File: src/rtl/seven_segment_pkg.sv
// Shared constants for the seven-segment receiver: bus widths and the
// sixteen hex glyphs in active-high {g,f,e,d,c,b,a} form.
package seven_segment_pkg;

  localparam int unsigned SEG_W  = 7;
  localparam int unsigned DIGITS = 4;

  localparam logic [SEG_W-1:0] SEG_0 = 7'b0111111;
  localparam logic [SEG_W-1:0] SEG_1 = 7'b0000110;
  localparam logic [SEG_W-1:0] SEG_2 = 7'b1011011;
  localparam logic [SEG_W-1:0] SEG_3 = 7'b1001111;
  localparam logic [SEG_W-1:0] SEG_4 = 7'b1100110;
  localparam logic [SEG_W-1:0] SEG_5 = 7'b1101101;
  localparam logic [SEG_W-1:0] SEG_6 = 7'b1111101;
  localparam logic [SEG_W-1:0] SEG_7 = 7'b0000111;
  localparam logic [SEG_W-1:0] SEG_8 = 7'b1111111;
  localparam logic [SEG_W-1:0] SEG_9 = 7'b1101111;
  localparam logic [SEG_W-1:0] SEG_A = 7'b1110111;
  localparam logic [SEG_W-1:0] SEG_B = 7'b1111100;
  localparam logic [SEG_W-1:0] SEG_C = 7'b0111001;
  localparam logic [SEG_W-1:0] SEG_D = 7'b1011110;
  localparam logic [SEG_W-1:0] SEG_E = 7'b1111001;
  localparam logic [SEG_W-1:0] SEG_F = 7'b1110001;

endpackage

File: src/rtl/seven_segment_to_hex.sv
// Combinational glyph decoder: active-high segment pattern to hex value.
// Unrecognised patterns (including all-off) report legal = 0 and hex = 0.
module seven_segment_to_hex
  import seven_segment_pkg::*;
(
  input  logic [SEG_W-1:0] s,
  output logic [3:0]       hex,
  output logic             legal
);

  always_comb begin
    hex   = 4'h0;
    legal = 1'b1;
    unique case (s)
      SEG_0:   hex = 4'h0;
      SEG_1:   hex = 4'h1;
      SEG_2:   hex = 4'h2;
      SEG_3:   hex = 4'h3;
      SEG_4:   hex = 4'h4;
      SEG_5:   hex = 4'h5;
      SEG_6:   hex = 4'h6;
      SEG_7:   hex = 4'h7;
      SEG_8:   hex = 4'h8;
      SEG_9:   hex = 4'h9;
      SEG_A:   hex = 4'hA;
      SEG_B:   hex = 4'hB;
      SEG_C:   hex = 4'hC;
      SEG_D:   hex = 4'hD;
      SEG_E:   hex = 4'hE;
      SEG_F:   hex = 4'hF;
      default: legal = 1'b0;
    endcase
  end

endmodule

File: src/rtl/seven_segment_display_receiver.sv
// Reconstructs four hex digits from a multiplexed active-low 7-seg bus,
// accepting each {commons,segments} value once it has been stable long enough.
module seven_segment_display_receiver
  import seven_segment_pkg::*;
#(
  parameter int unsigned STABLE_CYCLES = 16
) (
  input  logic             clock,
  input  logic             reset,
  input  logic [3:0]       commons,
  input  logic [SEG_W-1:0] segments,
  output logic [3:0]       hex0,
  output logic [3:0]       hex1,
  output logic [3:0]       hex2,
  output logic [3:0]       hex3,
  output logic [3:0]       digit_valid,
  output logic             pattern_error,
  output logic             frame_done
);

  localparam int unsigned CNT_W = $clog2(STABLE_CYCLES + 1);
  localparam int unsigned PIN_W = DIGITS + SEG_W;

  logic [PIN_W-1:0]           pins;
  logic [PIN_W-1:0]           sample_q, sample_d;
  logic [CNT_W-1:0]           cnt_q, cnt_d;
  logic [DIGITS-1:0][3:0]     hex_q, hex_d;
  logic [DIGITS-1:0]          valid_q, valid_d;
  logic [DIGITS-1:0]          seen_q, seen_d;
  logic                       err_q, err_d;
  logic                       fd_q, fd_d;

  logic                       same;
  logic                       accept;
  logic [DIGITS-1:0]          c;
  logic [SEG_W-1:0]           s;
  logic                       one_hot;
  logic [1:0]                 idx;
  logic [3:0]                 dec_hex;
  logic                       dec_legal;

  assign pins   = {commons, segments};
  assign same   = (pins == sample_q);
  // Fires only on the edge that takes the counter into saturation.
  assign accept = same && (cnt_q == CNT_W'(STABLE_CYCLES - 1));
  assign c      = ~sample_q[PIN_W-1:SEG_W];
  assign s      = ~sample_q[SEG_W-1:0];
  assign one_hot = (c != '0) && ((c & (c - 4'd1)) == '0);

  seven_segment_to_hex u_to_hex (
    .s     (s),
    .hex   (dec_hex),
    .legal (dec_legal)
  );

  always_comb begin
    idx = 2'd0;
    case (c)
      4'b0010: idx = 2'd1;
      4'b0100: idx = 2'd2;
      4'b1000: idx = 2'd3;
      default: idx = 2'd0;
    endcase
  end

  always_comb begin
    sample_d = pins;
    if (!same) begin
      cnt_d = '0;
    end else if (cnt_q == CNT_W'(STABLE_CYCLES)) begin
      cnt_d = cnt_q;
    end else begin
      cnt_d = cnt_q + CNT_W'(1);
    end

    hex_d   = hex_q;
    valid_d = valid_q;
    seen_d  = seen_q;
    err_d   = 1'b0;
    fd_d    = 1'b0;

    // A blanked interval (no common active) is accepted silently.
    if (accept && (c != '0)) begin
      if (!one_hot) begin
        err_d = 1'b1;
      end else if (dec_legal) begin
        hex_d[idx]   = dec_hex;
        valid_d[idx] = 1'b1;
        seen_d[idx]  = 1'b1;
        if (seen_d == '1) begin
          fd_d   = 1'b1;
          seen_d = '0;
        end
      end else begin
        valid_d[idx] = 1'b0;
        seen_d[idx]  = 1'b0;
        err_d        = 1'b1;
      end
    end
  end

  always_ff @(posedge clock) begin
    if (reset) begin
      sample_q <= {4'hF, 7'h7F};
      cnt_q    <= '0;
      hex_q    <= '0;
      valid_q  <= '0;
      seen_q   <= '0;
      err_q    <= 1'b0;
      fd_q     <= 1'b0;
    end else begin
      sample_q <= sample_d;
      cnt_q    <= cnt_d;
      hex_q    <= hex_d;
      valid_q  <= valid_d;
      seen_q   <= seen_d;
      err_q    <= err_d;
      fd_q     <= fd_d;
    end
  end

  assign hex0          = hex_q[0];
  assign hex1          = hex_q[1];
  assign hex2          = hex_q[2];
  assign hex3          = hex_q[3];
  assign digit_valid   = valid_q;
  assign pattern_error = err_q;
  assign frame_done    = fd_q;

endmodule

File: config.mk
export PLATFORM = sky130hd
export DESIGN_NAME = seven_segment_display_receiver
export DESIGN_NICKNAME = d
export VERILOG_FILES = /design/src/rtl/seven_segment_pkg.sv /design/src/rtl/seven_segment_to_hex.sv /design/src/rtl/seven_segment_display_receiver.sv
export SDC_FILE = /design/constraint.sdc
export NUM_CORES = 1
export LEC_CHECK = 0
export ABC_AREA = 1
export BUFFER_PORTS_ARGS = -buffer_cell sky130_fd_sc_hd__buf_2
export CORE_ASPECT_RATIO = 0.9
export CORE_MARGIN = 1
export CORE_UTILIZATION = 35
export CTS_BUF_LIST = sky130_fd_sc_hd__clkbuf_4 sky130_fd_sc_hd__clkbuf_8
export DETAILED_ROUTE_END_ITERATION = 7
export PLACE_DENSITY = 0.6
export SYNTH_ARGS = -nofsm -noshare
export SYNTH_HDL_FRONTEND = slang
export SYNTH_HIERARCHICAL = 1
export SYNTH_SLANG_ARGS = --single-unit
File: constraint.sdc
create_clock -name clock -period 1.5 [get_ports clock]
set_input_delay 0.075 -clock clock [delete_from_list [all_inputs] [get_ports clock]]
set_output_delay 0.075 -clock clock [all_outputs]
set_load 0.005 [all_outputs]
== Word level (Yosys, flattened, before mapping) ==
Cells that the tools add are included.
Widths: inputs -> output; s select.

* Register bits: 42
* Bits in latches: 0
* Memory bits (writable): 0
* Bits in read-only memories: 0
* Input port bits: 13
* Output and inout bits: 22
* Memories: 0

* Add/sub/neg operators: 2
* Multipliers: 0
* Div/mod/pow operators: 0
* Order comparisons: 2
* Equality and inequality tests: 23
* Shifts and indexed selects: 0
* Muxes and demuxes: 14
* Bitwise operators: 12
* Reduce and logical (&&, ||, !) cells: 12

{| class="wikitable"
|+ Operators with widths
! kind !! count
|-
| $eq 7x7->1 const B || 12
|-
| $pmux 4 s15 || 1
|-
| $bwmux 16 || 1
|-
| $mux 4 || 4
|-
| $reduce_or 16->1 || 1
|-
| $eq 7x3->1 const B || 2
|-
| $eq 7x6->1 const B || 2
|-
| $and 4x4->4 || 3
|-
| $eq 11x11->1 || 1
|-
| $demux 4 s2 || 1
|-
| $eq 4x4->1 const B || 2
|-
| $not 4->4 || 2
|-
| $or 4x4->4 || 2
|-
| $not 7->7 || 1
|-
| $pmux 2 s3 || 1
|-
| $add 5x1->5 const B || 1
|-
| $eq 5x4->1 const B || 1
|-
| $eq 5x5->1 const B || 1
|-
| $mux 1 || 5
|-
| $eq 4x2->1 const B || 1
|-
| $eq 4x3->1 const B || 1
|-
| $logic_and 1x1->1 || 4
|-
| $logic_not 4->1 || 1
|-
| $not 1->1 || 4
|-
| 9 further kinds || 10
|}

== Longest topological paths before layout ==
Gate-level depths: netlist of the first run.

* Depth in word-level cells: 11
* Mapped depth: 13
* Depth with buffers taken out: 12

== Hierarchy ==
The synthesis of the first run kept the hierarchy.

{| class="wikitable"
|+ Modules (own cells, without submodules)
! module !! instances !! cells each !! area each (um2)
|-
| seven_segment_display_receiver || 1 || 281 || 1968.1
|-
| seven_segment_to_hex || 1 || 66 || 315.3
|}

== Least setup slack after synthesis of the first run ==
OpenSTA, ideal clock, no wires.

* Path type: register to register
* From: register sample_q[4]
* To: register seen_q[0]
* Library setup time: 0.122 ns
* Arrival: 1.491 ns
* Required time: 1.378 ns
* Path slack: -0.113 ns
* Stages on the path, launching flop included: 12
* Path buffers: 1
* Clock period less this slack: 1.613 ns
* Path through: dfxtp_1 > inv_1 > nand2_2 > nor2_4 > nand3_2 > nand3_2 > nor2_2 > nand3_2 > buf_2 > nand3_1 > o21ai_1 > a21oi_1

* Longest elaborated chain between the ends: 5
* Elaborated cells on any way between the ends: 24
* Those cells by class: eq/ne (17); mux (2); bitwise (1); reduce/logical (4)

{| class="wikitable"
|+ Ends and longest elaborated chain
! item !! line !! text
|-
| start: declaration || seven_segment_display_receiver.sv:25 || <nowiki>logic [PIN_W-1:0] sample_q, sample_d;</nowiki>
|-
| start signal: assignment || seven_segment_display_receiver.sv:104 || <nowiki>sample_q <= {4'hF, 7'h7F};</nowiki>
|-
| start signal: assignment || seven_segment_display_receiver.sv:112 || <nowiki>sample_q <= sample_d;</nowiki>
|-
| $not 7->7 * || seven_segment_display_receiver.sv:47 || <nowiki>assign s = ~sample_q[SEG_W-1:0];</nowiki>
|-
| via s[4] || seven_segment_display_receiver.sv:36 || <nowiki>logic [SEG_W-1:0] s;</nowiki>
|-
| $eq 7x6->1 (tied with other cells) || seven_segment_to_hex.sv:14 || <nowiki>unique case (s)</nowiki>
|-
| $reduce_or 16->1 (no source line) * || n/a ||
|-
| $mux 1 * || seven_segment_to_hex.sv:14 ||
|-
| via dec_legal || seven_segment_display_receiver.sv:40 || <nowiki>logic dec_legal;</nowiki>
|-
| $mux 4 * || seven_segment_display_receiver.sv:86 || <nowiki>end else if (dec_legal) begin</nowiki>
|-
| end signal: assignment || seven_segment_display_receiver.sv:116 || <nowiki>seen_q <= seen_d;</nowiki>
|-
| end: declaration || seven_segment_display_receiver.sv:29 || <nowiki>logic [DIGITS-1:0] seen_q, seen_d;</nowiki>
|}

The timed path passes the listed nets; every way through them passes the cells marked *.
A chain may end at the register's enable or synchronous reset.

== Worst setup path in the final report of the first run ==
* From: register sample_q[5]
* To: register hex_q, in the netlist hex3[3]

* Longest elaborated chain between the ends: 5
* Elaborated cells on any way between the ends: 25
* Those cells by class: eq/ne (17); mux (3); bitwise (1); reduce/logical (4)

{| class="wikitable"
|+ Ends and longest elaborated chain
! item !! line !! text
|-
| $not 7->7 || seven_segment_display_receiver.sv:47 ||
|-
| $eq 7x6->1 (tied with other cells) || seven_segment_to_hex.sv:14 ||
|-
| $reduce_or 16->1 (no source line) || n/a ||
|-
| $mux 1 || seven_segment_to_hex.sv:14 ||
|-
| $reduce_and 3->1 (no source line) || n/a ||
|-
| end signal: assignment || seven_segment_display_receiver.sv:106 || <nowiki>hex_q <= '0;</nowiki>
|-
| end signal: assignment || seven_segment_display_receiver.sv:114 || <nowiki>hex_q <= hex_d;</nowiki>
|-
| end: declaration || seven_segment_display_receiver.sv:27 || <nowiki>logic [DIGITS-1:0][3:0] hex_q, hex_d;</nowiki>
|}

Several ways; a longest one is shown, not always the timed one.

==> results.md, run 1 <==
* Outcome: complete, but fails checks
* Failing checks: setup timing
* CTS Root Cell: clkbuf_8
* CTS sink cnt at 42
* Cell Area, Synth at 2280 um^2
* Fill cells at 611
* # port buffers at 34
* Final setup viols at 31
* Most used flip-flop cell after synthesis: dfxtp_1
* DRT Wirelength at 5930 um
* Met3 WL at 157 um
* Met2 WL at 2920 um
* Antenna violations before repair at 0
* CTS tree: done
* Total I/O pin count at 35
* RSZ-0062 raised after global routing: true
* Worst Path Arrival at 1.87 ns
* Required @ worst endpoint at 1.69 ns
* Post-route ant nets at 0
* Vias in the first global route at 2292
* Fin worst setup slack at -0.179 ns
* Vias per cell at 4.53
* Clock Tree Buf Depth at 2
* H-Tree Depth at 2
* DRC at 0
* Final period util at 112%
* Fin Hold WS at 0.00867 ns
* Crit path launch type: flip-flop
* Total CTS buffers at 5
* Initial DRC Count at 86
* First-pass GRT wire length at 9850 um
* Final hold violations at 0
* DIE WIDTH at 87.1 um
* Synth async-reset ratio at 0%
* Layout Skew at 0.00911 ns
* M1 wire length at 2790 um
* Layout area overhead at 48.5%
* Top Metal Used: met4
* RePlAce Congestion at 0.891
* Post-synthesis sequential area ratio at 36.8%
* Pin count of the biggest net entering global routing at 17
* Post-Place Cell Area at 2820 um^2
* PwrDens at 654 nW/um^2
* Final Max Slew Viols at 0
* Total power at 0.00222 W
* Row count at 27
* Clk slew on worst S/H paths at 0.09 ns
* Vias at 2391
* Post-Place Setup Slack at -0.211 ns
* Fmax at 0.596 GHz
* Wire per inst at 11.2 um
* P_leak at 1.80 nW
* Worst slew pin tran at 0.349 ns
* Hpwl dp at 3780 um
* Post-Synthesis Cells at 347
* Mapped Avg Cell Area at 6.58 um^2
* Max Cap Violations at 0
* Die area at 6850 um^2
* Crit-path max FO at 7
* Worst vdd ir at 385 uV
* Syn Nets at 363
* Worst-Skew Late Latency at 0.30 ns
* Starting density of the core at 36.7%
* Post-route cell area at 3390 um^2
* CP endpoint kind: flip-flop
* Final Critical Period at 1.68 ns
* Grt total ovfl at 0
* Ratio of cells with drive above 1 in the final layout at 39.9%
* Die height at 78.6 um
* Slew HR at 76.6%
* CP Class: flip-flop to flip-flop
* Hold crit path type: primary input to flip-flop
* Final nets at 456
* Yosys warning total at 6
* Core area at 6220 um^2
* FF+latch count, synth at 42
* Yosys cell types at 25
* Setup TNS at -3.54 ns
* Post-synth EDFFs at 0
* # diodes at 0
* First-pass DRT Iterations at 6
* Total GRT Usage at 18.3%
-- kinds of logic after synthesis --
logic type	synth area share, %
AO/OA/AOI/OAI	3.73
XOR/XNOR	2.30
adder cells (fa/ha/maj)	1.64
buffers and inverters	10.5
flip-flops	36.8
AND/OR/NAND/NOR	45.0
-- repair_timing --
action,4_1_cts,5_1_grt
cloned,4,1
pin swaps,28,17
hold buffers,10,0
buffers inserted,9,3
setup endpoints to repair,31,31
hold endpoints to repair,10,0
resized for setup,47,22
-- sequential cells by signal (all words and copies together) (netlist names), named ones only --
| name | cells |
|---|---|
| hex2 | 4 |
| cnt_q | 5 |
| hex3 | 4 |
| hex1 | 4 |
| sample_q | 11 |
| frame_done | 1 |
| hex0 | 4 |
| pattern_error | 1 |
| seen_q | 4 |
-- cell usage after synthesis, types with 4 or more instances --
cell     number  share of area, %
nand4_4       4               3.7
nand3_2       4               1.8
nor2_2        4               1.1
nand2_1     108                18
nand3_1      15               3.3
or2_2         5               1.4
dfxtp_1      42                37
nor2_1       60               9.9
nand2_2       5               1.4
o21ai_1       4              0.88
a21oi_1      10               2.2
inv_1        53               8.7
nand4_1       5               1.4
xor2_1        6               2.3
-- critical path, cell delays in order, from the launching register on --
cell and delay [ns]:
dfxtp_2 0.36, buf_4 0.11, nand2_1 0.04, nand2_1 0.07
nand2_1 0.06, nor2_2 0.13, nand2_2 0.08, nor2_4 0.17
buf_12 0.16, nand4_2 0.19, nor2_1 0.14, nor2_1 0.06
-- metal layers --
metal,track usage [%],vias to the layer above
met5,0,-
met4,5.41,0
met3,3.26,6
met2,32.1,40
met1,22.8,1094
li1,-,1251
-- layout by cell type, fill, tap and decap left out, drive strengths merged, types with 6 or more instances in the layout --
cell and instances:
a21oi 10, buf 76, clkbuf 7, dfxtp 42, dlygate4sd3 10, inv 55
nand2 113, nand3 19, nand4 11, nor2 68, o21ai 7, xor2 6
-- power by group --
part	internal [W]	leakage, nW	total, W	switching (W)
registers	0.00113	0.341	0.00115	0.0000164
clock network	0.000370	0.0472	0.000776	0.000405
logic	0.000126	1.41	0.000296	0.000170
-- layout make-up --
type,count,area [um^2],share of cell area [%]
Multi-Input combinational cell,247,1430,42.3
Sequential cell,42,855,25.2
Timing Repair Buffer,87,663,19.6
Inverter,57,236,6.97
Tap cell,87,109,3.21
Clock buffer,6,82.6,2.44
Clock inverter,2,12.5,0.369
-- through the flow --
| stage | instances | util (%) |
|---|---|---|
| 2_1_floorplan | 347 | - |
| 3_3_place_gp | 493 | 45.3 |
| 3_5_place_dp | 493 | 45.3 |
| 4_1_cts | 524 | 52.8 |
| 5_1_grt | 528 | 54.5 |
| 6_report | 528 | 54.5 |
-- final timing paths --
check	from	endpoint	slack, ns	cells after the start
worst max register to register	sample_q[5]	hex3[3]	-0.18	11
worst min register to register	flip-flop	flip-flop	0.47	2
worst min-delay path	segments[2]	sample_q[2]	0.009	2
worst max-delay path	sample_q[5]	hex3[3]	-0.18	11
No activity file was read; power rests on OpenSTA's default activity.
==> inputs of run 2 (changes only) <==
Settings changed: CORE_ASPECT_RATIO 0.9 to 1.1.
==> run 2 against run 1 <==
Net effect: the run still ends with setup timing left; worst hold slack better by 0.0044 ns; routed wire length is 10% higher; maximum frequency is 2.0% lower; count of clock-buffer cells in the layout is 1 lower; critical path depth is 1 lower; power is 14% higher; clock power is 40% higher; sequential power hardly changed; die area hardly changed; largest power group unchanged.
==> results.md, run 2 (synthesis gave the netlist of run 1 again) <==
* CTS tree: done
* CTS sink cnt at 42 (unchanged)
* RePlAce Congestion at 0.852 (-4.4%)
* Fin Hold WS at 0.0131 ns (+0.00442 ns)
* Crit-path max FO at 5 (-2)
* Max reg flops at 11 (unchanged)
* Post-route cell area at 3680 um^2 (+8.5%)
* CP max stage cell: dfxtp_2
* Die height at 86.7 um (+10%)
* Fin worst setup slack at -0.213 ns (-0.0341 ns)
* Final hold violations at 0 (unchanged)
* NetSw at 0.000618 W (+4.5%)
* Clock network fraction of design power at 43.1% (+8.1 points)
* Final Critical Period at 1.71 ns (+0.0341 ns)
* Ratio of cells with drive above 1 in the final layout at 45.4% (+5.5 points)
* CTS Root Cell: clkbuf_8
* Starting density of the core at 36.6% (-0.089 points)
* Clk slew on worst S/H paths at 0.08 ns (about the same)
* Row count at 30 (+11%)
* # port buffers at 34 (unchanged)
* Biggest regs: sample_q: 11 flops, cnt_q: 5 flops
* Final Max Slew Viols at 0 (unchanged)
* Grt total ovfl at 0 (unchanged)
* Required @ worst endpoint at 1.69 ns (about the same)
* # placed instances at 484 (-1.8%)
* Wire per inst at 12.3 um (+10%)
* H-Tree Depth at 2 (unchanged)
* # diodes at 0 (unchanged)
* CP Class: flip-flop to flip-flop
* Max incr delay on CP at 0.36 ns (about the same)
* Total CTS buffers at 5 (unchanged)
* Seq pwr share at 45.3% (-6.4 points)
* Vias in the first global route at 2376 (+3.7%)
* FF-to-FF setup slack at -0.21 ns (-0.03 ns)
* Max Cap Violations at 0 (unchanged)
* Internal power component at 0.00192 W (+18%)
* Worst-Skew Late Latency at 0.30 ns (about the same)
* Initial DRC Count at 111 (+29%)
* Hold crit path type: primary input to flip-flop
* CP endpoint kind: flip-flop
* Largest reg by FF count: sample_q
* Pin count of the biggest net entering global routing at 23 (+6)
* Non-Filler Instances at 529 (+0.19%)
* Critical-path cell list: clkinv_4 -> nor2_2 -> nand3_1 -> nand3_4 -> nor2_4 -> buf_12 -> nand3_4 -> nand3_4 -> o21ai_4 -> a21oi_2
* Worst vdd ir at 528 uV (+37%)
* Final setup viols at 26 (-16%)
* Worst slew pin tran at 0.353 ns (+0.00369 ns)
* Post-Place Cell Area at 2780 um^2 (-1.3%)
* Final nets at 464 (+1.8%)
* Core area at 6230 um^2 (+0.24%)
* Clock Tree Buf Depth at 2 (unchanged)
* Most frequent cells in the layout: 87 x nand2_1, 45 x nor2_1, 42 x inv_1
* DRC at 0 (unchanged)
* P_leak at 1.93 nW (+7.1%)
* DIE WIDTH at 79.0 um (-9.3%)
* Fill cells at 562 (-8.0%)
* Commonest non-fill, non-tap cell in the layout: nand2_1
* Layout area overhead at 61.0%
* Antenna violations before repair at 0 (unchanged)
* RSZ-0062 raised after global routing: true
* Failing checks: setup timing
* Vias per cell at 4.74 (+4.6%)
* Fmax at 0.584 GHz (-2.0%)
* Final period util at 114% (+2.3 points)
* First-pass DRT Iterations at 4 (-2)
* Layout Skew at 0.00867 ns (-0.000442 ns)
* Vias at 2506 (+4.8%)
* First-pass GRT wire length at 10400 um (+5.5%)
* Total GRT Usage at 19.2% (+0.88 points)
* FF+latch area at 857 um^2 (+0.29%)
* Net Sw Frac at 24.4% (-2.3 points)
* Cell mode on critical path: nand3_4
* PwrDens at 690 nW/um^2 (+5.4%)
* Total I/O pin count at 35 (unchanged)
* Post-route ant nets at 0 (unchanged)
* DRT Wirelength at 6530 um (+10%)
* Outcome: complete, but fails checks
* Die area at 6850 um^2 (about the same)
* Worst Path Arrival at 1.90 ns (+0.03 ns)
* Crit path launch type: flip-flop
* Slew HR at 76.4% (-0.19 points)
* Area of the multi-input gates at 1570 um^2 (+9.4%)
* Hpwl dp at 3780 um (-0.22%)
* Comb pwr share at 11.6% (-1.8 points)
[run 2: per-layer routing]
layer	up-vias	GRT usage, %	share of wire [%]
li1	1266	-	-
met1	1165	21.1	42
met2	59	36.3	52
met3	16	3.79	4.0
met4	0	6.78	2.0
met5	-	0	0
[run 2: through the flow]
step                setup TNS (ns)  worst slack, ns  utilization (%)  total power, W
floorplan                 -0.00323         -0.00323                -         0.00130
global placement             -5.25           -0.242             44.6         0.00138
detailed placement           -5.71           -0.273             44.6         0.00138
CTS                          -2.18           -0.114             55.4         0.00253
global route                 -6.56           -0.300             59.0         0.00265
finish                       -4.02           -0.213             59.0         0.00254
[run 2: worst max-delay path: cells and delay by family, from the launching register on]
family / cells / cell delay, ns
DFF: 1 / 0.36
and+or+nand+nor: 6 / 0.78
buffers and inverters: 2 / 0.21
AOI/OAI and AO/OA: 2 / 0.24
[run 2: timing repair]
item / 4_1_cts / 5_1_grt
pin swaps: 45 / 17
gates cloned: 6 / 0
endpoints found under the hold margin: 10 / 0
hold buffers: 10 / 0
buffers inserted: 13 / 8
gates resized for setup: 67 / 36
setup endpoints to repair: 31 / 31
[run 2: layout make-up]
class / count / area share, %
Inverter: 57 / 6.50
Tap cell: 80 / 2.72
Clock buffer: 5 / 1.87
Clock inverter: 3 / 1.87
Multi-Input combinational cell: 249 / 42.6
Sequential cell: 42 / 23.3
Timing Repair Buffer: 93 / 21.1
[run 2: final timing paths]
path	depth (start not counted)	startpoint	end
worst max register to register	10	sample_q[1]	seen_q[0]
worst max-delay path	10	sample_q[1]	seen_q[0]
worst min register to register	2	seen_q[0]	seen_q[0]
worst min-delay path	2	segments[2]	sample_q[2]
[run 2: power by group through the flow]
stage,clock [W],sequential [W],combinational [W]
after global routing,0.00117,0.00115,0.000322
after detailed placement,0,0.00117,0.000210
after global placement,0,0.00117,0.000209
after floorplan,0,0.00117,0.000133
after CTS,0.00111,0.00115,0.000270
final,0.00109,0.00115,0.000294
